<file path="config.mk">
export PLATFORM = sky130hd
export DESIGN_NAME = cmp_shift_harness
export DESIGN_NICKNAME = d
export VERILOG_FILES = /design/src/rtl/cmp_harness_pkg.sv /design/src/rtl/cmp_sipo_chan.sv /design/src/rtl/cmp_shift_harness.sv
export SDC_FILE = /design/constraint.sdc
export NUM_CORES = 1
export LEC_CHECK = 0
export CORE_MARGIN = 5
export CORE_UTILIZATION = 30
export DETAILED_ROUTE_END_ITERATION = 8
export HOLD_SLACK_MARGIN = 0.05
export RECOVER_POWER = 100
export SLEW_MARGIN = 20
export SYNTH_ARGS = -nofsm -noshare
export SYNTH_HDL_FRONTEND = slang
export SYNTH_SLANG_ARGS = --single-unit
</file>
<file path="constraint.sdc">
create_clock -name clk -period 1.92 [get_ports clk]
set_clock_uncertainty 0.2 [all_clocks]
set_input_delay 0.192 -clock clk [delete_from_list [all_inputs] [get_ports clk]]
set_output_delay 0.192 -clock clk [all_outputs]
set_load 0.005 [all_outputs]
</file>
<file path="src/rtl/cmp_harness_pkg.sv">
// Shared types and helpers for the compressor serial test harness.
package cmp_harness_pkg;

    typedef enum logic [2:0] {
        IDLE  = 3'd0,
        FILL  = 3'd1,
        EVAL  = 3'd2,
        DRAIN = 3'd3,
        DONE  = 3'd4
    } state_e;

    // One phase counter serves every state, so it must hold the longest phase length.
    function automatic int cnt_width(input int src_width, input int dst_bits, input int eval_lat);
        int m;
        m = src_width;
        if (dst_bits > m)     m = dst_bits;
        if (eval_lat + 1 > m) m = eval_lat + 1;
        return $clog2(m) + 1;
    endfunction

endpackage

</file>
<file path="src/rtl/cmp_sipo_chan.sv">
// One operand channel: serial-in shift register, newest bit enters at the LSB.
module cmp_sipo_chan #(
    parameter int SRC_WIDTH = 20
) (
    input  logic                 clk,
    input  logic                 rst_n,
    input  logic                 shift_en_i,
    input  logic                 bit_i,
    output logic [SRC_WIDTH-1:0] data_o
);

    logic [SRC_WIDTH-1:0] data_q;

    always_ff @(posedge clk or negedge rst_n) begin
        if (!rst_n) begin
            data_q <= '0;
        end else if (shift_en_i) begin
            data_q <= {data_q[SRC_WIDTH-2:0], bit_i};
        end
    end

    assign data_o = data_q;

endmodule

</file>
<file path="src/rtl/cmp_shift_harness.sv">
// Serial fill / evaluate / serial drain harness around an external compressor tree.
//
//   state | meaning
//   IDLE  | waiting for start, operands keep previous contents
//   FILL  | SRC_WIDTH cycles, every channel shifts in one bit
//   EVAL  | EVAL_LAT+1 cycles, src_bus stable; dst_bus captured on the last edge
//   DRAIN | DST_BITS cycles, capture register shifted out LSB first
//   DONE  | single cycle, done pulse
module cmp_shift_harness
    import cmp_harness_pkg::*;
#(
    parameter int NUM_SRC   = 20,
    parameter int SRC_WIDTH = 20,
    parameter int DST_BITS  = 25,
    parameter int EVAL_LAT  = 0
) (
    input  logic                         clk,
    input  logic                         rst_n,
    input  logic                         start,
    input  logic [NUM_SRC-1:0]           src_in,
    output logic [NUM_SRC*SRC_WIDTH-1:0] src_bus,
    input  logic [DST_BITS-1:0]          dst_bus,
    output logic                         dst_out,
    output logic                         dst_out_valid,
    output logic                         busy,
    output logic                         done
);

    localparam int CW = cnt_width(SRC_WIDTH, DST_BITS, EVAL_LAT);
    localparam logic [CW-1:0] FILL_LAST  = CW'(SRC_WIDTH - 1);
    localparam logic [CW-1:0] EVAL_LAST  = CW'(EVAL_LAT);
    localparam logic [CW-1:0] DRAIN_LAST = CW'(DST_BITS - 1);

    state_e              state_q, state_d;
    logic [CW-1:0]       cnt_q, cnt_d;
    logic [DST_BITS-1:0] cap_q, cap_d;
    logic                shift_en;
    logic                dst_out_q, dst_out_valid_q, busy_q, done_q;

    for (genvar i = 0; i < NUM_SRC; i++) begin : g_chan
        cmp_sipo_chan #(.SRC_WIDTH(SRC_WIDTH)) u_chan (
            .clk        (clk),
            .rst_n      (rst_n),
            .shift_en_i (shift_en),
            .bit_i      (src_in[i]),
            .data_o     (src_bus[i*SRC_WIDTH +: SRC_WIDTH])
        );
    end

    always_comb begin
        state_d  = state_q;
        cnt_d    = cnt_q + 1'b1;
        cap_d    = cap_q;
        shift_en = 1'b0;
        case (state_q)
            IDLE: begin
                cnt_d = '0;
                if (start) state_d = FILL;
            end
            FILL: begin
                shift_en = 1'b1;
                if (cnt_q == FILL_LAST) begin
                    state_d = EVAL;
                    cnt_d   = '0;
                end
            end
            EVAL: begin
                if (cnt_q == EVAL_LAST) begin
                    cap_d   = dst_bus;
                    state_d = DRAIN;
                    cnt_d   = '0;
                end
            end
            DRAIN: begin
                cap_d = cap_q >> 1;
                if (cnt_q == DRAIN_LAST) begin
                    state_d = DONE;
                    cnt_d   = '0;
                end
            end
            DONE: begin
                state_d = IDLE;
                cnt_d   = '0;
            end
            default: begin
                state_d = IDLE;
                cnt_d   = '0;
            end
        endcase
    end

    // Outputs are decoded from next state so they are flops aligned with state_q.
    always_ff @(posedge clk or negedge rst_n) begin
        if (!rst_n) begin
            state_q         <= IDLE;
            cnt_q           <= '0;
            cap_q           <= '0;
            dst_out_q       <= 1'b0;
            dst_out_valid_q <= 1'b0;
            busy_q          <= 1'b0;
            done_q          <= 1'b0;
        end else begin
            state_q         <= state_d;
            cnt_q           <= cnt_d;
            cap_q           <= cap_d;
            dst_out_q       <= (state_d == DRAIN) & cap_d[0];
            dst_out_valid_q <= (state_d == DRAIN);
            busy_q          <= (state_d != IDLE);
            done_q          <= (state_d == DONE);
        end
    end

    assign dst_out       = dst_out_q;
    assign dst_out_valid = dst_out_valid_q;
    assign busy          = busy_q;
    assign done          = done_q;

endmodule

</file>
==> results.yml <==
run_status:
  outcome: "completed"
synth:
  synth_simple_gate_area_share_pct: 28.3
  number_of_flops_mapped_to_enable_cells_by_yosys: 0
  synth.cell_area_sq_um: 16900
  syn-instance-count: 1873
  synthXorXnorAreaFrac_pct: 0.208
  synth.ff_latch_count: 438
  yosys-mux-area-fraction_pct: 0
  ys_async_sr_fraction_pct: 100
  synth_top_family_by_area: "simple AND/OR/NAND/NOR gates"
  mappedNetlistNets: 1923
  synth_compound_gate_area_share_pct: 3.18
  yosysSeqAreaShare_pct: 65.0
  synth.yosys.warnings: 0
  synth-main-ff-cell: "sky130_fd_sc_hd__dfrtp_1"
  yosysUniqueCellTypes: 34
  avgSynthCellArea_sq_um: 9.00
  synthAdderAreaFrac_pct: 0.148
worst_setup_path:
  cp_max_fanout: 7
  cp-start-kind: "flop"
  critPathKind: "flop to flop"
  cp-end-kind: "flop"
  combined_buffer_and_inverter_count_along_the_critical_path: 1
  required_worst_endpoint_ns: 2.21
  critPathSlowestCell: "sky130_fd_sc_hd__or4b_4"
  critical_path.top_delay_family: "simple AND/OR/NAND/NOR gates"
  critical_path.cell_chain: "or4b_4 -> nor2_8 -> clkbuf_16 -> a22oi_1 -> o21ai_1"
  worstSetupStartpoint: "cnt_q[2]"
  worstReg2RegStart: "cnt_q[2]"
  critical_path_arrival_ns: 2.17
  critical-path-max-stage-delay_ns: 0.58
global_route:
  globalRouteOverflowTotal: 0
  first_global_vias: 14282
  grt_util_all_layers_pct: 16.2
  antenna_found_initial: 0
  grt_start_max_net_pins: 76
  grt_first_pass_wirelength_um: 80100
clock_tree:
  insertion_delay_of_the_later_clocked_pin_in_the_worst_skew_pair_ns: 0.56
  clock_tree.root_cell: "sky130_fd_sc_hd__clkbuf_16"
  clock_path_buffers: 3
  cts.sinks: 438
  tritoncts.num_buffers: 48
  tritoncts: "built"
  cts_max_level: 2
  path_clk_slew_ns: 0.06
routing:
  viasPerCell: 4.40
  detail_route.wl_per_cell_um: 15.6
  drt_pass1_iterations: 5
  routed_wl_um: 50800
  remaining_drc_errors: 0
  final_antenna_net_count: 0
  detailroute.via_count: 14311
  drt_iter0_drc: 952
cells_and_area:
  filler_cell_count: 5290
  fin_nets: 2515
  post_route_cells_drive_above_1_share_pct: 10.4
  area.sequential_sq_um: 11000
  multiInputGateArea_sq_um: 5390
  area.growth.synth_to_final_pct: 48.4
  antenna_diode_instance_count: 0
die:
  die_area_sq_um: 61000
  die_y_um: 247
  placementRows: 86
  start_util_pct: 30.4
  core_area_sq_um: 55400
  die_width_um: 247
  design.portCount: 452
sta:
  final_tns_setup_ns: 0
  period_needed_ns: 1.88
  unrepaired_setup_endpoints_after_global_routing: "yes"
  timing_worst_slew_pin_value_ns: 0.482
  timing.final.setup_violations: 0
  number_of_failing_hold_endpoints_at_the_final_stage: 0
  maxSlewViolCount: 0
  post-route-worst-setup-slack_ns: 0.0412
  final_cycle_utilization_of_the_critical_path_pct: 97.9
  timing.fmax_ghz: 0.532
  timing.max_slew.rel_slack_pct: 67.9
pwr:
  design_power_total_mw: 46.0
  power.leakage_nw: 13.0
  irDropWorstVdd_mv: 0.886
  pwr_density_cell_nw_per_um2: 1840
worst_hold_path:
  min_from: "dst_bus[18]"
  worstHoldPathType: "input port to flop"
placement:
  pre_cts_ws_ns: -0.00470
  portBuffers: 451
  place_congestion: 0.839
  detailed_place_hpwl_um: 35400
flow_run:
  maxCapViolations: 0
==> sequential cells by signal, indices dropped and copies added, names as in the netlist <==
register and count:
cap_q 25, dst_out 1, done 1, dst_out_valid 1, busy 1, g_chan.u_chan.data_o 400
state_q 3, cnt_q 6
==> tightest hold or removal path, stage by stage <==
cell,delay [ns]
sky130_fd_sc_hd__clkdlybuf4s50_1,0.39
sky130_fd_sc_hd__a22oi_1,0.15
sky130_fd_sc_hd__o21ai_1,0.07
==> metal layers <==
metal	vias up	wire length, um	GRT usage, %
met4	0	1860	5.78
met5	-	0	0
met3	101	3300	4.40
li1	6943	-	-
met2	344	24800	26.8
met1	6923	20800	20.4
==> cell type report <==
| class | instances | area share, % |
|---|---|---|
| inverter | 2 | 0.0300 |
| sequential | 438 | 43.8 |
| multi-input combinational | 1327 | 21.5 |
| clock inverter | 16 | 0.735 |
| timing repair buffer | 648 | 24.4 |
| tap | 748 | 3.74 |
| clock buffer | 70 | 5.70 |
==> final timing paths <==
check / end / slack (ns) / depth (start not counted)
max in group asynchronous: g_chan[14].u_chan.data_o[17] / 0.13 / 5
worst max register to register: cap_q[14] / 0.04 / 5
worst min-delay path: cap_q[18] / 0.09 / 3
min in group asynchronous: cap_q[14] / 0.48 / 3
worst max-delay path: cap_q[14] / 0.04 / 5
worst min register to register: g_chan[19].u_chan.data_o[19] / 0.28 / 2
==> cell families after synthesis <==
logic type                 Yosys count
adders and majority gates            2
and+or+nand+nor                   1239
DFF                                438
buffers and inverters              108
xor gates and xnor gates             4
AOI/OAI and AO/OA                   82
==> cells in the final DEF (no fill, tap or decap), types with 2 or more instances in the layout <==
cell type                         instances
sky130_fd_sc_hd__nor2_1                  10
sky130_fd_sc_hd__nand3b_1                 2
sky130_fd_sc_hd__nand3_1                  4
sky130_fd_sc_hd__buf_4                  113
sky130_fd_sc_hd__clkbuf_2                15
sky130_fd_sc_hd__o21ai_0                  5
sky130_fd_sc_hd__bufinv_16                4
sky130_fd_sc_hd__nor2b_1                  3
sky130_fd_sc_hd__nor3_1                   4
sky130_fd_sc_hd__xor2_1                   2
sky130_fd_sc_hd__o21ai_1                 20
sky130_fd_sc_hd__clkbuf_8                12
sky130_fd_sc_hd__clkdlybuf4s25_1         72
sky130_fd_sc_hd__clkdlybuf4s50_1        252
sky130_fd_sc_hd__a21oi_1                  5
sky130_fd_sc_hd__clkinv_2                11
sky130_fd_sc_hd__dlygate4sd3_1           26
sky130_fd_sc_hd__clkbuf_4                 5
sky130_fd_sc_hd__buf_6                   14
sky130_fd_sc_hd__a31oi_1                  2
sky130_fd_sc_hd__a22oi_1                 45
sky130_fd_sc_hd__clkbuf_16               50
sky130_fd_sc_hd__nand2b_1                 2
sky130_fd_sc_hd__nand2_1               1203
sky130_fd_sc_hd__or3b_4                   2
sky130_fd_sc_hd__a22oi_2                  2
sky130_fd_sc_hd__buf_2                    3
sky130_fd_sc_hd__dfrtp_1                437
sky130_fd_sc_hd__buf_12                  15
sky130_fd_sc_hd__and2_1                   2
sky130_fd_sc_hd__dlygate4sd2_1          125
sky130_fd_sc_hd__buf_8                    3
sky130_fd_sc_hd__xnor2_1                  2
sky130_fd_sc_hd__clkbuf_1                13
==> power breakdown <==
| group | leakage [nW] | switching, mW | internal [mW] |
|---|---|---|---|
| clock network | 0.804 | 3.70 | 5.66 |
| registers | 5.59 | 3.14 | 13.3 |
| logic | 6.65 | 10.2 | 9.97 |
| total | 13.0 | 17.0 | 29.0 |
==> metrics by stage <==
stage / cell area [sq um] / hold slack [ns] / cells / util (%)
floorplan: 16900 / -0.304 / 1873 / -
global placement: 22700 / -0.0433 / 3048 / 41.0
detailed placement: 22700 / -0.0418 / 3048 / 41.0
CTS: 24800 / 0.0501 / 3206 / 44.7
global route: 25000 / 0.0693 / 3249 / 45.2
finish: 25000 / 0.0898 / 3249 / 45.2
==> timing repair <==
item	in CTS	in global routing
gates resized for setup	127	88
pin swaps	0	2
hold buffers	26	0
setup buffers	46	42
cloned	0	1
endpoints found under the setup margin	172	205
endpoints found under the hold margin	462	0
==> cells in the mapped netlist (2+ instances only) <==
cell type / instances / area [sq um]
sky130_fd_sc_hd__nor3_1: 4 / 20.0
sky130_fd_sc_hd__a22oi_1: 47 / 353
sky130_fd_sc_hd__a21oi_1: 5 / 25.0
sky130_fd_sc_hd__o21ai_1: 20 / 100
sky130_fd_sc_hd__nor2_1: 10 / 37.5
sky130_fd_sc_hd__xnor2_1: 2 / 17.5
sky130_fd_sc_hd__nand3_1: 4 / 20.0
sky130_fd_sc_hd__buf_6: 3 / 33.8
sky130_fd_sc_hd__xor2_1: 2 / 17.5
sky130_fd_sc_hd__buf_2: 83 / 415
sky130_fd_sc_hd__clkbuf_1: 18 / 67.6
sky130_fd_sc_hd__o21ai_0: 5 / 25.0
sky130_fd_sc_hd__nand2_1: 1203 / 4520
sky130_fd_sc_hd__or3b_2: 2 / 17.5
sky130_fd_sc_hd__and2_1: 2 / 12.5
sky130_fd_sc_hd__nor2b_1: 3 / 18.8
sky130_fd_sc_hd__dfrtp_1: 438 / 11000
sky130_fd_sc_hd__nand3b_1: 2 / 15.0
sky130_fd_sc_hd__a31oi_1: 2 / 12.5
sky130_fd_sc_hd__nand2b_1: 2 / 12.5
sky130_fd_sc_hd__ha_1: 2 / 25.0
sky130_fd_sc_hd__inv_1: 2 / 7.51
(Power assumes the default switching activity.)
